### src/rtl/alu_sequencer_pkg.sv
// Shared definitions for the ALU sequencer: data width, opcode constants,
// FSM state encoding and the latched command record.
package alu_sequencer_pkg;

    localparam int unsigned DW = 16;

    localparam logic [2:0] OPC_NEG = 3'b000;
    localparam logic [2:0] OPC_INC = 3'b001;
    localparam logic [2:0] OPC_ADD = 3'b010;
    localparam logic [2:0] OPC_AVG = 3'b011;
    localparam logic [2:0] OPC_AND = 3'b100;
    localparam logic [2:0] OPC_OR  = 3'b101;
    localparam logic [2:0] OPC_CAT = 3'b110;

    typedef enum logic [1:0] {
        IDLE  = 2'b00,
        READ  = 2'b01,
        EXEC  = 2'b10,
        WRITE = 2'b11
    } state_t;

    typedef struct packed {
        logic [2:0] opc;
        logic [1:0] dst;
        logic [1:0] srca;
        logic [1:0] srcb;
        logic       cin;
    } cmd_t;

endpackage

### src/rtl/alu_sequencer_if.sv
// Command, register-load, downstream-ALU and result signals of the sequencer.
// slave is the sequencer side; master is the driver/ALU environment side.
interface alu_sequencer_if;
    import alu_sequencer_pkg::*;

    logic          cmd_valid;
    logic          cmd_ready;
    logic [2:0]    cmd_opc;
    logic [1:0]    cmd_dst;
    logic [1:0]    cmd_srca;
    logic [1:0]    cmd_srcb;
    logic          cmd_cin;

    logic          ld_en;
    logic [1:0]    ld_idx;
    logic [DW-1:0] ld_data;

    logic [DW-1:0] alu_a;
    logic [DW-1:0] alu_b;
    logic          alu_c;
    logic [3:0]    alu_opc;
    logic [DW-1:0] alu_w;
    logic          alu_zer;
    logic          alu_neg;

    logic          res_valid;
    logic [DW-1:0] res_data;
    logic          res_zer;
    logic          res_neg;

    modport slave (
        input  cmd_valid, cmd_opc, cmd_dst, cmd_srca, cmd_srcb, cmd_cin,
        input  ld_en, ld_idx, ld_data,
        input  alu_w, alu_zer, alu_neg,
        output cmd_ready,
        output alu_a, alu_b, alu_c, alu_opc,
        output res_valid, res_data, res_zer, res_neg
    );

    modport master (
        output cmd_valid, cmd_opc, cmd_dst, cmd_srca, cmd_srcb, cmd_cin,
        output ld_en, ld_idx, ld_data,
        output alu_w, alu_zer, alu_neg,
        input  cmd_ready,
        input  alu_a, alu_b, alu_c, alu_opc,
        input  res_valid, res_data, res_zer, res_neg
    );

endinterface

### src/rtl/alu_regfile.sv
// 4 x DW register file: two combinational read ports, one synchronous write
// port, cleared by the asynchronous reset.
module alu_regfile
    import alu_sequencer_pkg::*;
(
    input  logic          clk,
    input  logic          rst_n,
    input  logic          we,
    input  logic [1:0]    widx,
    input  logic [DW-1:0] wdata,
    input  logic [1:0]    ra_idx,
    input  logic [1:0]    rb_idx,
    output logic [DW-1:0] ra_data,
    output logic [DW-1:0] rb_data
);

    logic [DW-1:0] regs [4];

    always_ff @(posedge clk or negedge rst_n) begin
        if (!rst_n) begin
            regs <= '{default: '0};
        end else if (we) begin
            regs[widx] <= wdata;
        end
    end

    always_comb begin
        ra_data = regs[ra_idx];
        rb_data = regs[rb_idx];
    end

endmodule

### src/rtl/alu_sequencer.sv
// Four-state command sequencer around an external ALU: accept, read operands,
// execute, write back. One command every four cycles.
module alu_sequencer
    import alu_sequencer_pkg::*;
(
    input logic            clk,
    input logic            rst_n,
    alu_sequencer_if.slave bus
);

    state_t        state, state_nx;
    cmd_t          cmd_q;
    logic [DW-1:0] opa_q, opb_q;
    logic [DW-1:0] res_q;
    logic          zer_q, neg_q;
    logic          ready;
    logic          accept;

    logic [DW-1:0] rd_a, rd_b;
    logic          rf_we;
    logic [1:0]    rf_widx;
    logic [DW-1:0] rf_wdata;

    // Gated with rst_n so the handshake stays closed while reset is held.
    assign ready  = (state == IDLE) && rst_n;
    assign accept = ready && bus.cmd_valid;

    always_ff @(posedge clk or negedge rst_n) begin
        if (!rst_n) begin
            state <= IDLE;
        end else begin
            state <= state_nx;
        end
    end

    always_comb begin
        state_nx      = state;
        bus.cmd_ready = ready;
        bus.alu_a     = '0;
        bus.alu_b     = '0;
        bus.alu_c     = 1'b0;
        bus.alu_opc   = '0;
        bus.res_valid = 1'b0;
        case (state)
            IDLE:  if (accept) state_nx = READ;
            READ:  state_nx = EXEC;
            EXEC: begin
                state_nx    = WRITE;
                bus.alu_a   = opa_q;
                bus.alu_b   = opb_q;
                bus.alu_c   = cmd_q.cin;
                bus.alu_opc = {1'b0, cmd_q.opc};
            end
            WRITE: begin
                state_nx      = IDLE;
                bus.res_valid = 1'b1;
            end
            default: state_nx = IDLE;
        endcase
    end

    // Result registers capture the ALU at the end of EXEC, so res_data is
    // already current while res_valid is high in WRITE and feeds the write-back.
    always_ff @(posedge clk or negedge rst_n) begin
        if (!rst_n) begin
            cmd_q <= '0;
            opa_q <= '0;
            opb_q <= '0;
            res_q <= '0;
            zer_q <= 1'b0;
            neg_q <= 1'b0;
        end else begin
            if (accept) begin
                cmd_q <= '{opc:  bus.cmd_opc,
                           dst:  bus.cmd_dst,
                           srca: bus.cmd_srca,
                           srcb: bus.cmd_srcb,
                           cin:  bus.cmd_cin};
            end
            if (state == READ) begin
                opa_q <= rd_a;
                opb_q <= rd_b;
            end
            if (state == EXEC) begin
                res_q <= bus.alu_w;
                zer_q <= bus.alu_zer;
                neg_q <= bus.alu_neg;
            end
        end
    end

    assign bus.res_data = res_q;
    assign bus.res_zer  = zer_q;
    assign bus.res_neg  = neg_q;

    always_comb begin
        rf_we    = (state == WRITE) || ((state == IDLE) && bus.ld_en);
        rf_widx  = (state == WRITE) ? cmd_q.dst : bus.ld_idx;
        rf_wdata = (state == WRITE) ? res_q : bus.ld_data;
    end

    alu_regfile u_rf (
        .clk     (clk),
        .rst_n   (rst_n),
        .we      (rf_we),
        .widx    (rf_widx),
        .wdata   (rf_wdata),
        .ra_idx  (cmd_q.srca),
        .rb_idx  (cmd_q.srcb),
        .ra_data (rd_a),
        .rb_data (rd_b)
    );

endmodule

### src/flat_wrapper.sv
// flat-port wrapper written by rule: the top's interface ports become plain ports
module alu_sequencer_flat import alu_sequencer_pkg::*;
  (clk, rst_n, bus_cmd_valid, bus_cmd_opc, bus_cmd_dst, bus_cmd_srca, bus_cmd_srcb, bus_cmd_cin, bus_ld_en, bus_ld_idx, bus_ld_data, bus_alu_w, bus_alu_zer, bus_alu_neg, bus_cmd_ready, bus_alu_a, bus_alu_b, bus_alu_c, bus_alu_opc, bus_res_valid, bus_res_data, bus_res_zer, bus_res_neg);
  alu_sequencer_if bus_i ();
  input logic clk;
  input logic rst_n;
  input wire logic [$bits(bus_i.cmd_valid)-1:0] bus_cmd_valid;
  input wire logic [$bits(bus_i.cmd_opc)-1:0] bus_cmd_opc;
  input wire logic [$bits(bus_i.cmd_dst)-1:0] bus_cmd_dst;
  input wire logic [$bits(bus_i.cmd_srca)-1:0] bus_cmd_srca;
  input wire logic [$bits(bus_i.cmd_srcb)-1:0] bus_cmd_srcb;
  input wire logic [$bits(bus_i.cmd_cin)-1:0] bus_cmd_cin;
  input wire logic [$bits(bus_i.ld_en)-1:0] bus_ld_en;
  input wire logic [$bits(bus_i.ld_idx)-1:0] bus_ld_idx;
  input wire logic [$bits(bus_i.ld_data)-1:0] bus_ld_data;
  input wire logic [$bits(bus_i.alu_w)-1:0] bus_alu_w;
  input wire logic [$bits(bus_i.alu_zer)-1:0] bus_alu_zer;
  input wire logic [$bits(bus_i.alu_neg)-1:0] bus_alu_neg;
  output wire logic [$bits(bus_i.cmd_ready)-1:0] bus_cmd_ready;
  output wire logic [$bits(bus_i.alu_a)-1:0] bus_alu_a;
  output wire logic [$bits(bus_i.alu_b)-1:0] bus_alu_b;
  output wire logic [$bits(bus_i.alu_c)-1:0] bus_alu_c;
  output wire logic [$bits(bus_i.alu_opc)-1:0] bus_alu_opc;
  output wire logic [$bits(bus_i.res_valid)-1:0] bus_res_valid;
  output wire logic [$bits(bus_i.res_data)-1:0] bus_res_data;
  output wire logic [$bits(bus_i.res_zer)-1:0] bus_res_zer;
  output wire logic [$bits(bus_i.res_neg)-1:0] bus_res_neg;
  assign bus_i.cmd_valid = bus_cmd_valid;
  assign bus_i.cmd_opc = bus_cmd_opc;
  assign bus_i.cmd_dst = bus_cmd_dst;
  assign bus_i.cmd_srca = bus_cmd_srca;
  assign bus_i.cmd_srcb = bus_cmd_srcb;
  assign bus_i.cmd_cin = bus_cmd_cin;
  assign bus_i.ld_en = bus_ld_en;
  assign bus_i.ld_idx = bus_ld_idx;
  assign bus_i.ld_data = bus_ld_data;
  assign bus_i.alu_w = bus_alu_w;
  assign bus_i.alu_zer = bus_alu_zer;
  assign bus_i.alu_neg = bus_alu_neg;
  assign bus_cmd_ready = bus_i.cmd_ready;
  assign bus_alu_a = bus_i.alu_a;
  assign bus_alu_b = bus_i.alu_b;
  assign bus_alu_c = bus_i.alu_c;
  assign bus_alu_opc = bus_i.alu_opc;
  assign bus_res_valid = bus_i.res_valid;
  assign bus_res_data = bus_i.res_data;
  assign bus_res_zer = bus_i.res_zer;
  assign bus_res_neg = bus_i.res_neg;
  alu_sequencer u_core (.clk(clk), .rst_n(rst_n), .bus(bus_i));
endmodule
### config.mk
export PLATFORM = sky130hd
export DESIGN_NAME = alu_sequencer_flat
export DESIGN_NICKNAME = d
export VERILOG_FILES = /design/src/rtl/alu_sequencer_pkg.sv /design/src/rtl/alu_sequencer_if.sv /design/src/rtl/alu_regfile.sv /design/src/rtl/alu_sequencer.sv /design/src/flat_wrapper.sv
export SDC_FILE = /design/constraint.sdc
export NUM_CORES = 1
export LEC_CHECK = 0
export ABC_AREA = 1
export CAP_MARGIN = 40
export CORE_UTILIZATION = 35
export DETAILED_ROUTE_END_ITERATION = 8
export PLACE_DENSITY_LB_ADDON = 0.1
export SETUP_SLACK_MARGIN = 0.15
export SLEW_MARGIN = 10
export SYNTH_ARGS = -nofsm -noshare
export SYNTH_HDL_FRONTEND = slang
export SYNTH_SLANG_ARGS = --single-unit
### constraint.sdc
create_clock -name clk -period 1.8 [get_ports clk]
set_clock_uncertainty 0.15 [all_clocks]
set_input_delay 0.27 -clock clk [delete_from_list [all_inputs] [get_ports clk]]
set_output_delay 0.27 -clock clk [all_outputs]
set_load 0.1 [all_outputs]
======== Yosys cells after proc, flatten, opt, wreduce, memory -nomap -nowiden ========
Index checks and enable logic that the tools add are counted.
storage, ports and cells
  bits in registers ....................... 126
  bits in latches ......................... 0
  RAM bits ................................ 0
  memory bits (read-only) ................. 0
  bits of input ports ..................... 50
  output and inout port bits .............. 57
  logic and storage cells ................. 50
  memories ................................ 0
operators by class
  add/subtract/negate cells ............... 0
  multipliers ............................. 0
  div/mod/pow operators ................... 0
  order comparisons ....................... 4
  equal/unequal tests ..................... 4
  shifts and indexed selects .............. 0
  mux-type cells .......................... 18
  bitwise gates (word level) .............. 3
  reductions and logical operators ........ 6
operator list
  cell                                                                      count
  16-bit 2-to-1 mux                                                         8
  16-bit binary-select mux with 2-bit select                                2
  64-bit bitwise mux                                                        1
  16-bit demux with 2-bit select                                            1
  3-bit greater-or-equal comparator (second input constant)                 3
  2-bit NOT with 3-bit output                                               3
  2-bit case mux with 4 select lines                                        1
  2-bit == test (second input constant)                                     2
  1-bit logical AND                                                         4
  2-bit 2-to-1 mux                                                          2
  3-bit by 1-bit < comparator with 1-bit output (second input constant)     1
  3-bit 2-to-1 mux                                                          1
  2-bit by 1-bit == test with 1-bit output (second input constant)          1
  2-bit logical NOT                                                         1
  1-bit 2-to-1 mux                                                          2
  2-bit by 1-bit inequality test with 1-bit output (second input constant)  1
  1-bit logical OR                                                          1

======== Logic depth before layout (Yosys ltp) ========
Gate-level depths: netlist (run 1).
  depth after elaboration ................. 8
  depth in mapped cells ................... 9
  depth with buffers taken out ............ 8

======== Modules after synthesis ========
A second synthesis (run 1) with hierarchy kept.
unflattened totals
  cells, all modules ...................... 989
  area, all modules ....................... 6,962.9 µm²
by module, submodules not included
  module         times used  cells an instance  area an instance (µm²)  sequential area each (µm²)
  alu_regfile    1           594                3,971.3                 1,601.5
  alu_sequencer  1           395                2,991.6                 1,551.5

======== Least setup slack after synthesis (run 1) ========
No wires, ideal clock.
  path kind ............................... register to register
  from .................................... reg u_core.state[0]
  to ...................................... reg u_core.u_rf.regs[10] in the netlist's numbering
  setup time .............................. 0.118 ns
  arrival time ............................ 2.066 ns
  data required time ...................... 1.532 ns
  setup slack ............................. -0.534 ns
  stages on the path, launching flop included .. 9
  buffers on the path ..................... 2
  period minus slack after synthesis ...... 2.334 ns
  path through ............................ dfrtp_1 ha_1 buf_4 nand2_1 nand2_4 nand3_4 buf_4 nand2_1 nand2_1
between the ends
  word-level cells in the longest chain between the ends .. 8
  elaborated cells between the ends (all ways) .. 13
  those cells by class .................... order compare (2); eq/ne (1); mux (5); bitwise (1); reduce/logical (4)
RTL lines
  what                                                                                                                             line                                                           RTL
  from (decl)                                                                                                                      alu_sequencer.sv:11                                            state_t state, state_nx;
  from (signal assigned)                                                                                                           alu_sequencer.sv:32                                            state <= state_nx;
  2-bit == test                                                                                                                    alu_sequencer.sv:97, alu_sequencer.sv:98, alu_sequencer.sv:99
  2-bit 2-to-1 mux                                                                                                                 alu_sequencer.sv:98                                            rf_widx = (state == WRITE) ? cmd_q.dst : bus.ld_idx;
  2-bit NOT with 3-bit output (implied by the code)                                                                                alu_regfile.sv:23                                              regs[widx] <= wdata;
  3-bit greater-or-equal comparator (implied by the code) / 3-bit by 1-bit < comparator with 1-bit output (equally long branches)  alu_regfile.sv:23
  1-bit logical AND (implied by the code)                                                                                          alu_regfile.sv:23
  16-bit 2-to-1 mux (implied by the code)                                                                                          alu_regfile.sv:23
  16-bit demux with 2-bit select                                                                                                   alu_regfile.sv:23
  64-bit bitwise mux                                                                                                               alu_regfile.sv:23
  to (signal, indexed assignment)                                                                                                  alu_regfile.sv:23
  to (decl)                                                                                                                        alu_regfile.sv:17                                              logic [DW-1:0] regs [4];
Several ways; a longest one is shown, not always the timed one.
A chain may end at the register's enable or synchronous reset.

======== Final worst setup path (run 1) ========
  from .................................... reg u_core.state[0]
  to ...................................... out bus_alu_a[10]
between the ends
  word-level cells in the longest chain between the ends .. 2
RTL lines
  what               line                 RTL
  2-bit == test      alu_sequencer.sv:44  case (state)
  16-bit 2-to-1 mux  alu_sequencer.sv:44
  to (decl)          flat_wrapper.sv:20   output wire logic [$bits(bus_i.alu_a)-1:0] bus_alu_a;
Every way passes these cells.

==> results of run 1 <==
[layer usage]
metal | up-vias | routed length [um] | GRT usage, %
li1 | 3356 | - | -
met1 | 3345 | 11110 | 34.05
met2 | 286 | 11730 | 39.05
met3 | 46 | 1576 | 4.762
met4 | 0 | 614 | 9.394
met5 | - | 0 | 0
[worst max-delay path by stage]
stage | from | to | slack, ns | cells after the start
after floorplan | u_core.state[0]$_DFFE_PN0P_ | bus_alu_a[10] | -0.16 | 7
after global placement | u_core.state[0]$_DFFE_PN0P_ | bus_alu_b[15] | 0.003 | 6
after detailed placement | u_core.state[0]$_DFFE_PN0P_ | bus_alu_b[15] | -0.03 | 6
after CTS | u_core.state[1]$_DFFE_PN0P_ | bus_alu_a[3] | -0.32 | 6
after global routing | u_core.state[0]$_DFFE_PN0P_ | bus_alu_b[11] | -0.38 | 7
final | u_core.state[0]$_DFFE_PN0P_ | bus_alu_a[10] | -0.34 | 7
[timing repair]
item,4_1_cts,5_1_grt
setup buffers,28,9
pin swaps,25,47
endpoints found under the setup margin,121,164
cloned,20,9
hold buffers,1,0
endpoints found under the hold margin,126,0
gates resized for setup,102,93
[logic make-up after synthesis]
family	Yosys count
AO/OA/AOI/OAI	8
adder cells (fa/ha/maj)	4
buffers and inverters	175
flip-flops	126
multiplexers	18
other	1
AND/OR/NAND/NOR	637
[synth_stat cells (2+ instances only)]
master / count
buf_6: 11
nand3_4: 4
nor2_1: 7
nand2_1: 489
ha_1: 4
buf_2: 35
a21oi_1: 6
buf_1: 3
mux2_2: 18
nand2_4: 3
nand3_1: 68
clkinv_1: 2
buf_4: 3
nand4_1: 64
clkbuf_1: 10
inv_1: 110
dfrtp_1: 126
[area by class of cell]
cell class              count  area share [%]
well taps                 265           2.869
inverters                 113           4.936
flip-flops and latches    126           27.29
multi-input cells         675           32.92
clock inverters             6          0.6928
clock buffers              26           4.406
repair buffers            196           26.89
[critical path, delay by kind of cell, from the launching register on]
| family | cells | cell delay [ns] |
|---|---|---|
| adders and majority gates | 1 | 0.22 |
| buffers and inverters | 5 | 0.62 |
| DFF | 1 | 0.39 |
| and+or+nand+nor | 1 | 0.06 |
[cell usage in the layout, fill, tap and decap left out, types with 5 or more instances in the layout]
cell type / instances
mux2_2: 18
clkdlybuf4s50_1: 48
nand2_8: 11
buf_16: 10
dfrtp_1: 125
buf_6: 18
nor2_4: 6
buf_12: 78
nand4_1: 64
buf_4: 26
nand2_2: 57
clkbuf_8: 5
nand2_1: 391
clkinvlp_4: 37
clkbuf_16: 24
nand3_4: 7
inv_1: 71
bufbuf_16: 5
nand2_4: 39
nand3_1: 67
[metrics by stage]
step / instances / area (sq um) / hold slack, ns
floorplan: 969 / 7368 / -0.1756
global placement: 1309 / 9181 / 0.3054
detailed placement: 1309 / 9181 / 0.3083
CTS: 1390 / 10920 / 0.2314
global route: 1407 / 11560 / 0.2694
finish: 1407 / 11560 / 0.2498
[flip-flops by register name, summed over array words and instances, names as in the netlist]
name and flops:
u_core.opa_q 16, u_core.state 2, u_core.opb_q 16, u_core.u_rf.regs 64, u_core.bus.res_zer 1, u_core.bus.res_neg 1
u_core.cmd_q 10, u_core.bus.res_data 16
==> impl_metrics.env, run 1 <==
export IMPL_drive_above_1_share_pct=31.96
export IMPL_max_slew_margin_pct=42.49
export IMPL_die_h_um=143.2
export IMPL_seq_area_sq_um=3154
export IMPL_finalHoldViolations=0
export IMPL_syn_inst=969
export IMPL_synth_area_top_cells="dfrtp_1 (45%), nand2_1 (26%), inv_1 (5.9%)"
export IMPL_avgViaCountPerCell=4.999
export IMPL_design_portCount=107
export IMPL_crit_chain="inv_2 > ha_4 > buf_6 > clkbuf_16 > nand2_2 > clkinvlp_4 > buf_12"
export IMPL_reg2reg_slack_ns=-0.18
export IMPL_cts_sinks=126
export IMPL_n_fill_cell=1748
export IMPL_min_path_type="in -> reg"
export IMPL_synth_top_family_by_area="simple AND/OR/NAND/NOR gates"
export IMPL_cp_slowest_cell="dfrtp_1"
export IMPL_synth_edf_count=0
export IMPL_grt_pass1_wl_mm=38.01
export IMPL_hp_start="bus_cmd_opc[2]"
export IMPL_synth_nets=1023
export IMPL_yosysWarnings=0
export IMPL_finalSetupTns_ns=-20.89
export IMPL_core_sq_um=19530
export IMPL_cp_max_fo=4
export IMPL_postRouteAntennaNets=0
export IMPL_worstRegToRegCells=10
export IMPL_finalWorstSetupSlack_ns=-0.3436
export IMPL_synth_compound_area_share_pct=0.5917
export IMPL_maxCapViolCount=0
export IMPL_grt_ovfl_total=0
export IMPL_status="complete, but fails checks"
export IMPL_clock_path_buffers=2
export IMPL_drv_slew=0
export IMPL_syn_area_sq_um=6978
export IMPL_antennaDiodeCount=0
export IMPL_first_pass_iters=6
export IMPL_die_area_sq_um=20510
export IMPL_synth_fa_ha_area_share_pct=0.7172
export IMPL_grt_use_total_pct=24.96
export IMPL_final_min_clock_period_ns=2.144
export IMPL_grt_pass1_vias=6736
export IMPL_ys_ff_latch=126
export IMPL_multi_input_area_sq_um=3805
export IMPL_cts_root_buffer="clkbuf_16"
export IMPL_drc=0
export IMPL_rr_endpoint="u_core.u_rf.regs[30]$_DFFE_PN0P_"
export IMPL_wl_per_cell_um=17.79
export IMPL_synth_xor_xnor_area_share_pct=0
export IMPL_finalCritPeriodShare_pct=119.1
export IMPL_antenna_found_initial=0
export IMPL_via_count=7033
export IMPL_endpoint_kind="output pin"
export IMPL_cts_buffers=17
export IMPL_seq_area_frac_synth_pct=45.19
export IMPL_ys_async_sr_fraction_pct=100.0
export IMPL_holdPathEnd="u_core.cmd_q[9]$_DFFE_PN0P_"
export IMPL_maxClockFrequency_mhz=466.5
export IMPL_clk_latency_ns=0.43
export IMPL_htreeDepth=4
export IMPL_synthMuxAreaShare_pct=2.905
export IMPL_routed_wl_mm=25.03
export IMPL_die_w_um=143.2
export IMPL_reg2reg_from="u_core.state[1]$_DFFE_PN0P_"
export IMPL_area_growth_syn_to_layout_pct=65.64
export IMPL_dp_slack_ns=-0.03048
export IMPL_start_util_pct=35.74
export IMPL_cts_clk_slew_worst_paths_ns=0.06
export IMPL_violations="setup timing"
export IMPL_io_buffers=105
export IMPL_cts_tree="built"
export IMPL_critPathMaxStageDelay_ns=0.39
export IMPL_grt_max_degree=127
export IMPL_drtIter0Drc=661
export IMPL_yosysTopAreaCell="dfrtp_1"
export IMPL_rsz0062_at_grt="yes"
export IMPL_hold_depth=3
export IMPL_yosys_area_share_simple_pct=39.16
export IMPL_tightest_slew_ns=0.8599
export IMPL_start_kind="register"
export IMPL_synth_ff_type="dfrtp_1"
export IMPL_rows=51
export IMPL_finalSetupViolations=109
export IMPL_final_nets=1183
export IMPL_path_class="reg -> out"
export IMPL_worstPathArrival_ns=1.72
export IMPL_synth_area_per_cell_sq_um=7.201
export IMPL_hpwl_mm=13.95
export IMPL_gp_routability_congestion=0.8011
export IMPL_post_route_util_pct=59.20
export IMPL_netlist_area_leader_share_pct=45.19
export IMPL_ys_types=23
export IMPL_worstPathRequired_ns=1.38
Power of run 1 is left out: the tool's default activity adds up to more than one toggle a clock period on the data nets, which glitch-free logic cannot reach.
==> run 2, diff against run 1 <==
Settings changed: CORE_MARGIN from default to 1.
==> results of run 2 <==
No change in the layout: final DEF, timing and power equal those of run 1.
Power of run 2 is left out for the same reason.
==> run 3, diff against run 2 <==
Settings changed: TNS_END_PERCENT from default to 1.
==> run 3 against run 2 <==
Net effect:
- the run still ends with setup timing left
- non-clock buffer count fell by 55
- utilization fell by 8.3 points
- critical path depth fell by 1
- highest routed layer unchanged
==> impl_metrics.env, run 3 (synthesis results as in run 1) <==
export IMPL_status="complete, but fails checks"
export IMPL_violations="setup timing"
export IMPL_cts_root_buffer="clkbuf_16"
export IMPL_clk_latency_ns=0.43
export IMPL_whs_ns=0.2313
export IMPL_max_slew_margin_pct=51.59
export IMPL_core_sq_um=19530
export IMPL_rows=51
export IMPL_finalSetupViolations=112
export IMPL_wl_per_cell_um=15.37
export IMPL_cp_slowest_cell="dfrtp_1"
export IMPL_grt_pass1_wl_mm=34.15
export IMPL_maxClockFrequency_mhz=470.4
export IMPL_drv_slew=0
export IMPL_postRouteAntennaNets=0
export IMPL_finalHoldViolations=0
export IMPL_finalCritPeriodShare_pct=118.1
export IMPL_worstPathRequired_ns=1.38
export IMPL_clock_path_buffers=2
export IMPL_cts_clk_slew_worst_paths_ns=0.05
export IMPL_design_portCount=107
export IMPL_reg2reg_slack_ns=-0.07
export IMPL_largest_register_ff_count=64
export IMPL_grt_use_total_pct=21.98
export IMPL_crit_chain="inv_2 > ha_4 > clkbuf_16 > nand2_2 > clkinvlp_4 > buf_12"
export IMPL_cp_top_family="buffers and inverters"
export IMPL_endpoint_kind="output pin"
export IMPL_via_count=6384
export IMPL_antenna_found_initial=1
export IMPL_rsz0062_at_grt="yes"
export IMPL_maxCapViolCount=0
export IMPL_critPathMaxStageDelay_ns=0.39
export IMPL_grt_ovfl_total=0
export IMPL_die_area_sq_um=20510
export IMPL_gp_routability_congestion=0.8290
export IMPL_drive_above_1_share_pct=22.61
export IMPL_drtIter0Drc=628
export IMPL_holdPathEnd="u_core.cmd_q[0]$_DFFE_PN0P_"
export IMPL_drc=0
export IMPL_area_growth_syn_to_layout_pct=42.30
export IMPL_final_min_clock_period_ns=2.126
export IMPL_hpwl_mm=13.68
export IMPL_first_pass_iters=5
export IMPL_avgViaCountPerCell=4.750
export IMPL_min_path_type="in -> reg"
export IMPL_reg2reg_from="u_core.state[0]$_DFFE_PN0P_"
export IMPL_rr_endpoint="u_core.u_rf.regs[37]$_DFFE_PN0P_"
export IMPL_hp_start="rst_n"
export IMPL_die_w_um=143.2
export IMPL_worstRegToRegCells=9
export IMPL_routed_wl_mm=20.65
export IMPL_final_nets=1121
export IMPL_antennaDiodeCount=0
export IMPL_start_kind="register"
export IMPL_grt_max_degree=127
export IMPL_start_util_pct=35.74
export IMPL_hold_depth=5
export IMPL_cts_buffers=17
export IMPL_finalWorstSetupSlack_ns=-0.3257
export IMPL_layout_commonest_cell="nand2_1"
export IMPL_largest_register="u_core.u_rf.regs"
export IMPL_worst_path_stages=6
export IMPL_cts_tree="built"
export IMPL_cts_sinks=126
export IMPL_final_cell_mix="nand2_1 (436), dfrtp_1 (125), inv_1 (70), nand3_1 (68), buf_12 (66)"
export IMPL_path_class="reg -> out"
export IMPL_tightest_slew_ns=0.7261
export IMPL_io_buffers=105
export IMPL_cp_max_fo=8
export IMPL_place_area_sq_um=9125
export IMPL_htreeDepth=4
export IMPL_worstPathArrival_ns=1.71
export IMPL_die_h_um=143.2
export IMPL_path_buf_inv=4
export IMPL_finalInstanceArea_sq_um=9930
export IMPL_grt_pass1_vias=6106
[run 3: cell types whose count changed in the layout (fill, tap and decap cells not counted), moves of 7 or more]
cell | before | now
buf_12 | 78 | 66
buf_16 | 10 | 2
buf_6 | 18 | 2
nand2_1 | 391 | 436
nand2_2 | 57 | 50
nand2_4 | 39 | 7
nand2_8 | 11 | 1
[run 3: final cells by class]
class | instances | area, sq um
sequential | 126 | 3154
tap | 265 | 331.6
multi-input combinational | 668 | 3221
fill | 1927 | 9597
inverter | 113 | 568.0
clock buffer | 23 | 467.9
timing repair buffer | 141 | 2097
clock inverter | 8 | 90.09
[run 3: repair_timing]
action                                  in CTS  in global routing
resized for setup                           27                  7
hold buffers                                 1                  0
hold endpoints to repair                   126                  0
pin swaps                                   67                 22
endpoints found under the setup margin     113                155
setup buffers                                3                  1
cloned                                       3                  1
[run 3: worst max path at each step]
stage,startpoint,end
final,u_core.state[0]$_DFFE_PN0P_,bus_alu_b[12]
after global routing,u_core.state[0]$_DFFE_PN0P_,bus_alu_a[14]
after CTS,u_core.state[0]$_DFFE_PN0P_,bus_alu_b[13]
after detailed placement,bus_ld_idx[0],u_core.u_rf.regs[40]$_DFFE_PN0P_
after global placement,u_core.state[0]$_DFFE_PN0P_,u_core.state[1]$_DFFE_PN0P_
after floorplan,u_core.state[0]$_DFFE_PN0P_,bus_alu_a[10]
[run 3: per-stage QoR]
step	setup WS [ns]	setup TNS [ns]	std cells	utilization, %
2_1_floorplan	-0.1568	-6.727	969	-
3_3_place_gp	0.02107	0	1304	46.73
3_5_place_dp	-0.004986	-0.009450	1304	46.73
4_1_cts	-0.3266	-10.75	1342	50.60
5_1_grt	-0.3892	-23.70	1344	50.85
6_report	-0.3257	-13.27	1344	50.85
[run 3: per-layer routing]
metal	global-route usage, %	up-vias	wire [um]
met2	33.43	203	9280
met1	31.52	2957	10030
met4	6.961	0	262
met3	3.789	19	1078
li1	-	3205	-
met5	0	-	0
[run 3: worst min-delay path: stages]
cell        delay, ns
buf_4            0.15
nand2_4          0.06
clkinvlp_4       0.14
nand3_1          0.08
nand2_1          0.06
Power of run 3 is left out for the same reason.
